**config.mk**
```make
export PLATFORM = sky130hd
export DESIGN_NAME = bus_arbiter
export DESIGN_NICKNAME = d
export VERILOG_FILES = /design/src/rtl/bus_arbiter.sv
export SDC_FILE = /design/constraint.sdc
export NUM_CORES = 1
export LEC_CHECK = 0
export CAP_MARGIN = 20
export CELL_PAD_IN_SITES_DETAIL_PLACEMENT = 1
export CELL_PAD_IN_SITES_GLOBAL_PLACEMENT = 2
export CORE_AREA = 2 2 183 185
export CTS_CLUSTER_DIAMETER = 150
export CTS_CLUSTER_SIZE = 24
export DETAILED_ROUTE_END_ITERATION = 16
export DIE_AREA = 0 0 185 187
export PLACE_DENSITY = 0.89
export SYNTH_ARGS = -nofsm -noshare
export SYNTH_HDL_FRONTEND = slang
export SYNTH_SLANG_ARGS = --single-unit
export TNS_END_PERCENT = 100
```
**constraint.sdc**
```tcl
create_clock -name clk -period 4.3 [get_ports clk]
set_clock_uncertainty 0.2 [all_clocks]
set_input_delay 1.29 -clock clk [delete_from_list [all_inputs] [get_ports clk]]
set_output_delay 1.29 -clock clk [all_outputs]
set_load 0.02 [all_outputs]
```
**src/rtl/bus_arbiter.sv**
```systemverilog
// -----------------------------------------------------------------------------
// bus_arbiter
//
// Two-requester arbiter in front of a single shared Sysbus. Port 0 is the
// instruction requester and port 1 is the data requester. One transaction
// owns the bus from grant to its final response beat:
//
//   IDLE -> REQ  : a requester is registered as owner (1-cycle grant latency)
//   REQ  -> RESP : the Sysbus acknowledges the owner's request
//   REQ  -> IDLE : the owner withdrew its request before acknowledge
//   RESP -> IDLE : the BEATS-th response beat has been handshaken
//
// The request path and the response path are combinational pass-throughs
// from/to the current owner. The non-owner only ever sees zeros.
//
// Configuration macro:
//   BUS_ARB_FIXED_PRIO_EN  defined   -> port 0 wins simultaneous requests
//                          undefined -> round-robin against last_owner
//
// Parameters:
//   BUS_DATA_WIDTH  address / response data width (default 64)
//   BUS_TAG_WIDTH   tag width (default 13)
//   BEATS           response beats per transaction, 1..15 (default 8)
//
// Ports:
//   clk, reset                 clock; asynchronous active-low reset
//   pN_reqcyc/req/reqtag       requester N request (in)
//   pN_reqack                  request acknowledge to requester N (out)
//   pN_respcyc/resp/resptag    response beat to requester N (out)
//   pN_respack                 requester N beat acknowledge (in)
//   bus_reqcyc/req/reqtag      shared Sysbus request (out)
//   bus_reqack                 Sysbus request acknowledge (in)
//   bus_respcyc/resp/resptag   Sysbus response beat (in)
//   bus_respack                Sysbus beat acknowledge (out)
// -----------------------------------------------------------------------------
module bus_arbiter #(
    parameter int BUS_DATA_WIDTH = 64,
    parameter int BUS_TAG_WIDTH  = 13,
    parameter int BEATS          = 8
) (
    input  logic                      clk,
    input  logic                      reset,

    input  logic                      p0_reqcyc,
    input  logic [BUS_DATA_WIDTH-1:0] p0_req,
    input  logic [BUS_TAG_WIDTH-1:0]  p0_reqtag,
    output logic                      p0_reqack,
    output logic                      p0_respcyc,
    output logic [BUS_DATA_WIDTH-1:0] p0_resp,
    output logic [BUS_TAG_WIDTH-1:0]  p0_resptag,
    input  logic                      p0_respack,

    input  logic                      p1_reqcyc,
    input  logic [BUS_DATA_WIDTH-1:0] p1_req,
    input  logic [BUS_TAG_WIDTH-1:0]  p1_reqtag,
    output logic                      p1_reqack,
    output logic                      p1_respcyc,
    output logic [BUS_DATA_WIDTH-1:0] p1_resp,
    output logic [BUS_TAG_WIDTH-1:0]  p1_resptag,
    input  logic                      p1_respack,

    output logic                      bus_reqcyc,
    output logic [BUS_DATA_WIDTH-1:0] bus_req,
    output logic [BUS_TAG_WIDTH-1:0]  bus_reqtag,
    input  logic                      bus_reqack,
    input  logic                      bus_respcyc,
    input  logic [BUS_DATA_WIDTH-1:0] bus_resp,
    input  logic [BUS_TAG_WIDTH-1:0]  bus_resptag,
    output logic                      bus_respack
);

    typedef enum logic [1:0] {
        IDLE = 2'd0,
        REQ  = 2'd1,
        RESP = 2'd2
    } state_t;

    state_t     state;
    state_t     state_nxt;
    logic       owner;
    logic       owner_nxt;
    logic [3:0] beat_cnt;
    logic [3:0] beat_cnt_nxt;

`ifndef BUS_ARB_FIXED_PRIO_EN
    logic       last_owner;
    logic       last_owner_nxt;
`endif

    logic       grant;
    logic       owner_reqcyc;
    logic       owner_respack;
    logic       beat_done;
    logic       last_beat;

    // Port that would be registered as owner if the FSM leaves IDLE now.
    // A lone requester always wins; only a tie consults the policy.
`ifdef BUS_ARB_FIXED_PRIO_EN
    assign grant = ~p0_reqcyc;
`else
    assign grant = (p0_reqcyc && p1_reqcyc) ? ~last_owner : ~p0_reqcyc;
`endif

    assign owner_reqcyc  = owner ? p1_reqcyc  : p0_reqcyc;
    assign owner_respack = owner ? p1_respack : p0_respack;

    // A response beat only counts while a transaction is in RESP; any
    // bus_respcyc seen in another state is ignored.
    assign beat_done = (state == RESP) && bus_respcyc && owner_respack;
    assign last_beat = (beat_cnt == 4'(BEATS - 1));

    // -------------------------------------------------------------------------
    // State register
    // -------------------------------------------------------------------------
    always_ff @(posedge clk or negedge reset) begin
        if (!reset) begin
            state      <= IDLE;
            owner      <= 1'b0;
            beat_cnt   <= 4'd0;
`ifndef BUS_ARB_FIXED_PRIO_EN
            last_owner <= 1'b1;
`endif
        end else begin
            state      <= state_nxt;
            owner      <= owner_nxt;
            beat_cnt   <= beat_cnt_nxt;
`ifndef BUS_ARB_FIXED_PRIO_EN
            last_owner <= last_owner_nxt;
`endif
        end
    end

    // -------------------------------------------------------------------------
    // Next-state logic and output routing
    // -------------------------------------------------------------------------
    always_comb begin
        state_nxt      = state;
        owner_nxt      = owner;
        beat_cnt_nxt   = beat_cnt;
`ifndef BUS_ARB_FIXED_PRIO_EN
        last_owner_nxt = last_owner;
`endif

        bus_reqcyc  = 1'b0;
        bus_req     = '0;
        bus_reqtag  = '0;
        bus_respack = 1'b0;

        p0_reqack   = 1'b0;
        p0_respcyc  = 1'b0;
        p0_resp     = '0;
        p0_resptag  = '0;
        p1_reqack   = 1'b0;
        p1_respcyc  = 1'b0;
        p1_resp     = '0;
        p1_resptag  = '0;

        unique case (state)
            IDLE: begin
                if (p0_reqcyc || p1_reqcyc) begin
                    state_nxt = REQ;
                    owner_nxt = grant;
                end
            end

            REQ: begin
                bus_reqcyc = 1'b1;
                if (owner) begin
                    bus_req    = p1_req;
                    bus_reqtag = p1_reqtag;
                    p1_reqack  = bus_reqack;
                end else begin
                    bus_req    = p0_req;
                    bus_reqtag = p0_reqtag;
                    p0_reqack  = bus_reqack;
                end

                // An acknowledge in the same cycle as a withdrawal still
                // commits the transaction: the Sysbus has already taken it.
                if (bus_reqack) begin
                    state_nxt    = RESP;
                    beat_cnt_nxt = 4'd0;
                end else if (!owner_reqcyc) begin
                    state_nxt = IDLE;
                end
            end

            RESP: begin
                bus_respack = beat_done;
                if (owner) begin
                    p1_respcyc = bus_respcyc;
                    p1_resp    = bus_resp;
                    p1_resptag = bus_resptag;
                end else begin
                    p0_respcyc = bus_respcyc;
                    p0_resp    = bus_resp;
                    p0_resptag = bus_resptag;
                end

                if (beat_done) begin
                    if (last_beat) begin
                        state_nxt      = IDLE;
                        beat_cnt_nxt   = 4'd0;
`ifndef BUS_ARB_FIXED_PRIO_EN
                        last_owner_nxt = owner;
`endif
                    end else begin
                        beat_cnt_nxt = beat_cnt + 4'd1;
                    end
                end
            end

            default: begin
                state_nxt = IDLE;
            end
        endcase
    end

endmodule

```
==> impl_results.md <==
- Status: complete, no violations
- IO buf count: 475
- Seq/Total Area, Yosys: between 7 and 8%
- Chip width: roughly 190 microns
- Synth unique cells: 32
- Row Count: 67
- Sw frac: 49.7%
- Max Root-Sink Buffers: 2
- Initial antenna violation count: 0
- Logic pwr share: roughly nine tenths
- Worst Hold Class: reg -> reg
- Switching pwr: ~1700 uW
- Total negative setup slack: 0 ns
- Layout cell share with drive strength beyond 1: 3.29%
- Sequential power share: between 5 and 6%
- Cell Count, Final, Fillers Out: 1300
- Crit path launch type: primary input
- H-tree Lvls: 1
- Worst rel slew slack: about three fifths
- Pleak: about 0.0034 uW
- # Post-CTS Setup Buffers: 0
- Max incr delay on CP: ~0.62 ns
- Asr flop ratio synth: 100%
- Synth Warn #: 0
- First-pass GRT wire length: approximately 28000 microns
- Number of synthesized flops with an enable pin: 0
- Drt via density: 3.57
- Gr ovfl total: 0
- Cell Area, Synth: between 2000 and 3000 sq um
- Synthesis-to-finish area growth: 201%
- Via count: roughly 4600
- Cells after Synth: around 400
- Total GRT Usage: 10.3%
- Clk network pwr share: about 4.6%
- DIE AREA: between 30000 and 40000 sq um
- Final ANT Viol Nets: 0
- Fillers: ~3900
- Fmax achieved: 0.241 GHz
- Largest net degree at the start of global routing: 80
- Min-Delay Path Depth: 1
- Power per Cell Area: ~430 nW/um^2
- Power consumption: around 3500 uW
- Iter 0 DRT Violations: 80
- Setup slack after layout: 0.156 ns
- Critical path cell sequence: clkdlybuf4s50_1, mux2i_1, nor2_1, clkdlybuf4s50_1
- TritonCTS Buffers: 3
- CTS tree: yes
- Post-layout min period: around 4.1 ns
- CP Buf/Inv Count: 2
- RSZ-0062 raised after global routing: no
- Post-detail-place hpwl: between 15000 and 20000 microns
- Total iterations of the first detailed-routing run: 4
- Max VDD drop: 0.186 mV
- Core area: 32900 sq um
- Post-Route WL: between 15000 and 20000 microns
- Worst Path Required: approximately 2.8 ns
- Starting Density: under 10%
- Worst path depth: 4
- Final Wtd Congestion: roughly 0.76
- Top Ports: 476
- Worst-Skew Late Latency: 0.24 ns
- Power Internal: 1760 uW
- Avg WL per Cell: 14.8 microns
- CP arrival: 2.65 ns
- R2R depth: 4
- DRC Markers: 0
- CTS root buffer: clkbuf_16
- Crit path top cell by count: clkdlybuf4s50_1
- Fin crit share: roughly 96%
- Antenna cells: 0
- Critical-path top delay cell: clkdlybuf4s50_1
- Crit Path Class: in -> out
- CP endpoint kind: output pin
- Avg Cell Area, Syn: ~6.7 sq um
- Top_reg_cell synth: dfrtp_1
- Vias in the first global route: 4892
- CP max FO: 1
- CP delay by family, top: buffers and inverters
- Clock transition at path regs: around 0.040 ns
- Fin. max-slew vios: 0
- Yosys reg bits: 8
- Inst Count DP: around 1300
- Nets: 1093
- Syn nets: approximately 640
- Pre-CTS WS: -0.108 ns
- CTS sink cnt: 8
- Slew @ Worst Pin: a little over 0.6 ns
- Endpoints failing setup: 0
- Die height: 187 microns
- Endpoints failing hold: 0
- Max cap viols: 0
==> logic make-up (layout without fill, tap and decap cells) <==
group,after synthesis,in the layout,share of synthesized area (%)
simple gates,255,255,52.1
mux,80,80,30.0
compound gates,9,9,2.65
flops,8,8,7.49
buf+inv,46,499,7.35
fa+ha+maj,1,1,0.465
==> cell usage in the layout, fill, tap and decap left out, drive strengths merged, types with 2 or more instances in the layout <==
cell,synthesis,layout
nand3b,2,2
nor2,82,82
inv,3,3
nor3b,2,2
mux2i,79,79
buf,16,18
clkdlybuf4s50,0,473
nand2b,2,2
clkbuf,27,4
o211ai,2,2
nand2,2,2
a311o,2,2
dfrtp,7,7
and2,78,78
o21ai,2,2
and3,80,80
==> metrics by stage <==
stage	cell area [sq um]	hold WS (ns)	util, %
finish	8080	0.321	24.6
global route	8080	0.337	24.6
floorplan	2690	0.280	-
global placement	8010	0.301	24.4
CTS	8080	0.318	24.6
detailed placement	8010	0.308	24.4
==> Yosys cell counts (2+ instances only) <==
master	count	area (sq um)
nor2_1	81	304
and3_1	80	500
and2_1	78	488
mux2i_1	78	781
clkbuf_1	25	93.8
buf_2	15	75.1
dfrtp_1	7	175
inv_1	3	11.3
a311o_1	2	20.0
clkbuf_2	2	10.0
nand2_1	2	7.51
nand2b_1	2	12.5
nand3b_1	2	15.0
nor3b_1	2	15.0
o211ai_1	2	15.0
o21ai_0	2	10.0
==> repair_timing <==
item,in CTS,in global routing
hold buffers,0,0
resized for setup,1,0
endpoints found under the setup margin,1,0
==> sequential cells by signal (all words and copies together) (netlist names) <==
register and flops:
beat_cnt 4, last_owner 1, owner 1, state 2
==> path summary, 6_finish.rpt <==
kind / start / end / slack [ns]
worst max-delay path: p1_req[59] / bus_req[59] / 0.16
min in group asynchronous: reset / beat_cnt[3] / 1.15
worst min register to register: beat_cnt[0] / beat_cnt[0] / 0.32
worst min-delay path: beat_cnt[0] / beat_cnt[0] / 0.32
worst max register to register: owner / last_owner / 2.22
max in group asynchronous: reset / last_owner / 2.44
==> per-layer routing <==
layer / global-route usage, % / wire (microns) / up-vias
met2: 20.5 / 10100 / 261
met3: 2.43 / 1700 / 15
met5: 0 / 0 / -
met4: 1.62 / 218 / 0
met1: 11.0 / 7200 / 2098
li1: - / - / 2263
==> power by group through the flow <==
stage | clock (uW) | combinational [uW] | sequential [uW]
floorplan | 0 | 1700 | 121
global placement | 0 | 3170 | 203
detailed placement | 0 | 3190 | 203
CTS | 167 | 3200 | 202
global route | 172 | 3360 | 214
finish | 163 | 3140 | 200
==> cell type report <==
| cell class | instances | area, sq um | area share, % |
|---|---|---|---|
| Inverter | 3 | 11.3 | 0.139 |
| Multi-Input combinational cell | 345 | 2300 | 28.4 |
| Timing Repair Buffer | 492 | 4930 | 61.0 |
| Sequential cell | 8 | 205 | 2.54 |
| Tap cell | 448 | 561 | 6.93 |
| Clock buffer | 4 | 78.8 | 0.975 |
Note: power is estimated with default switching activity, not from simulation.
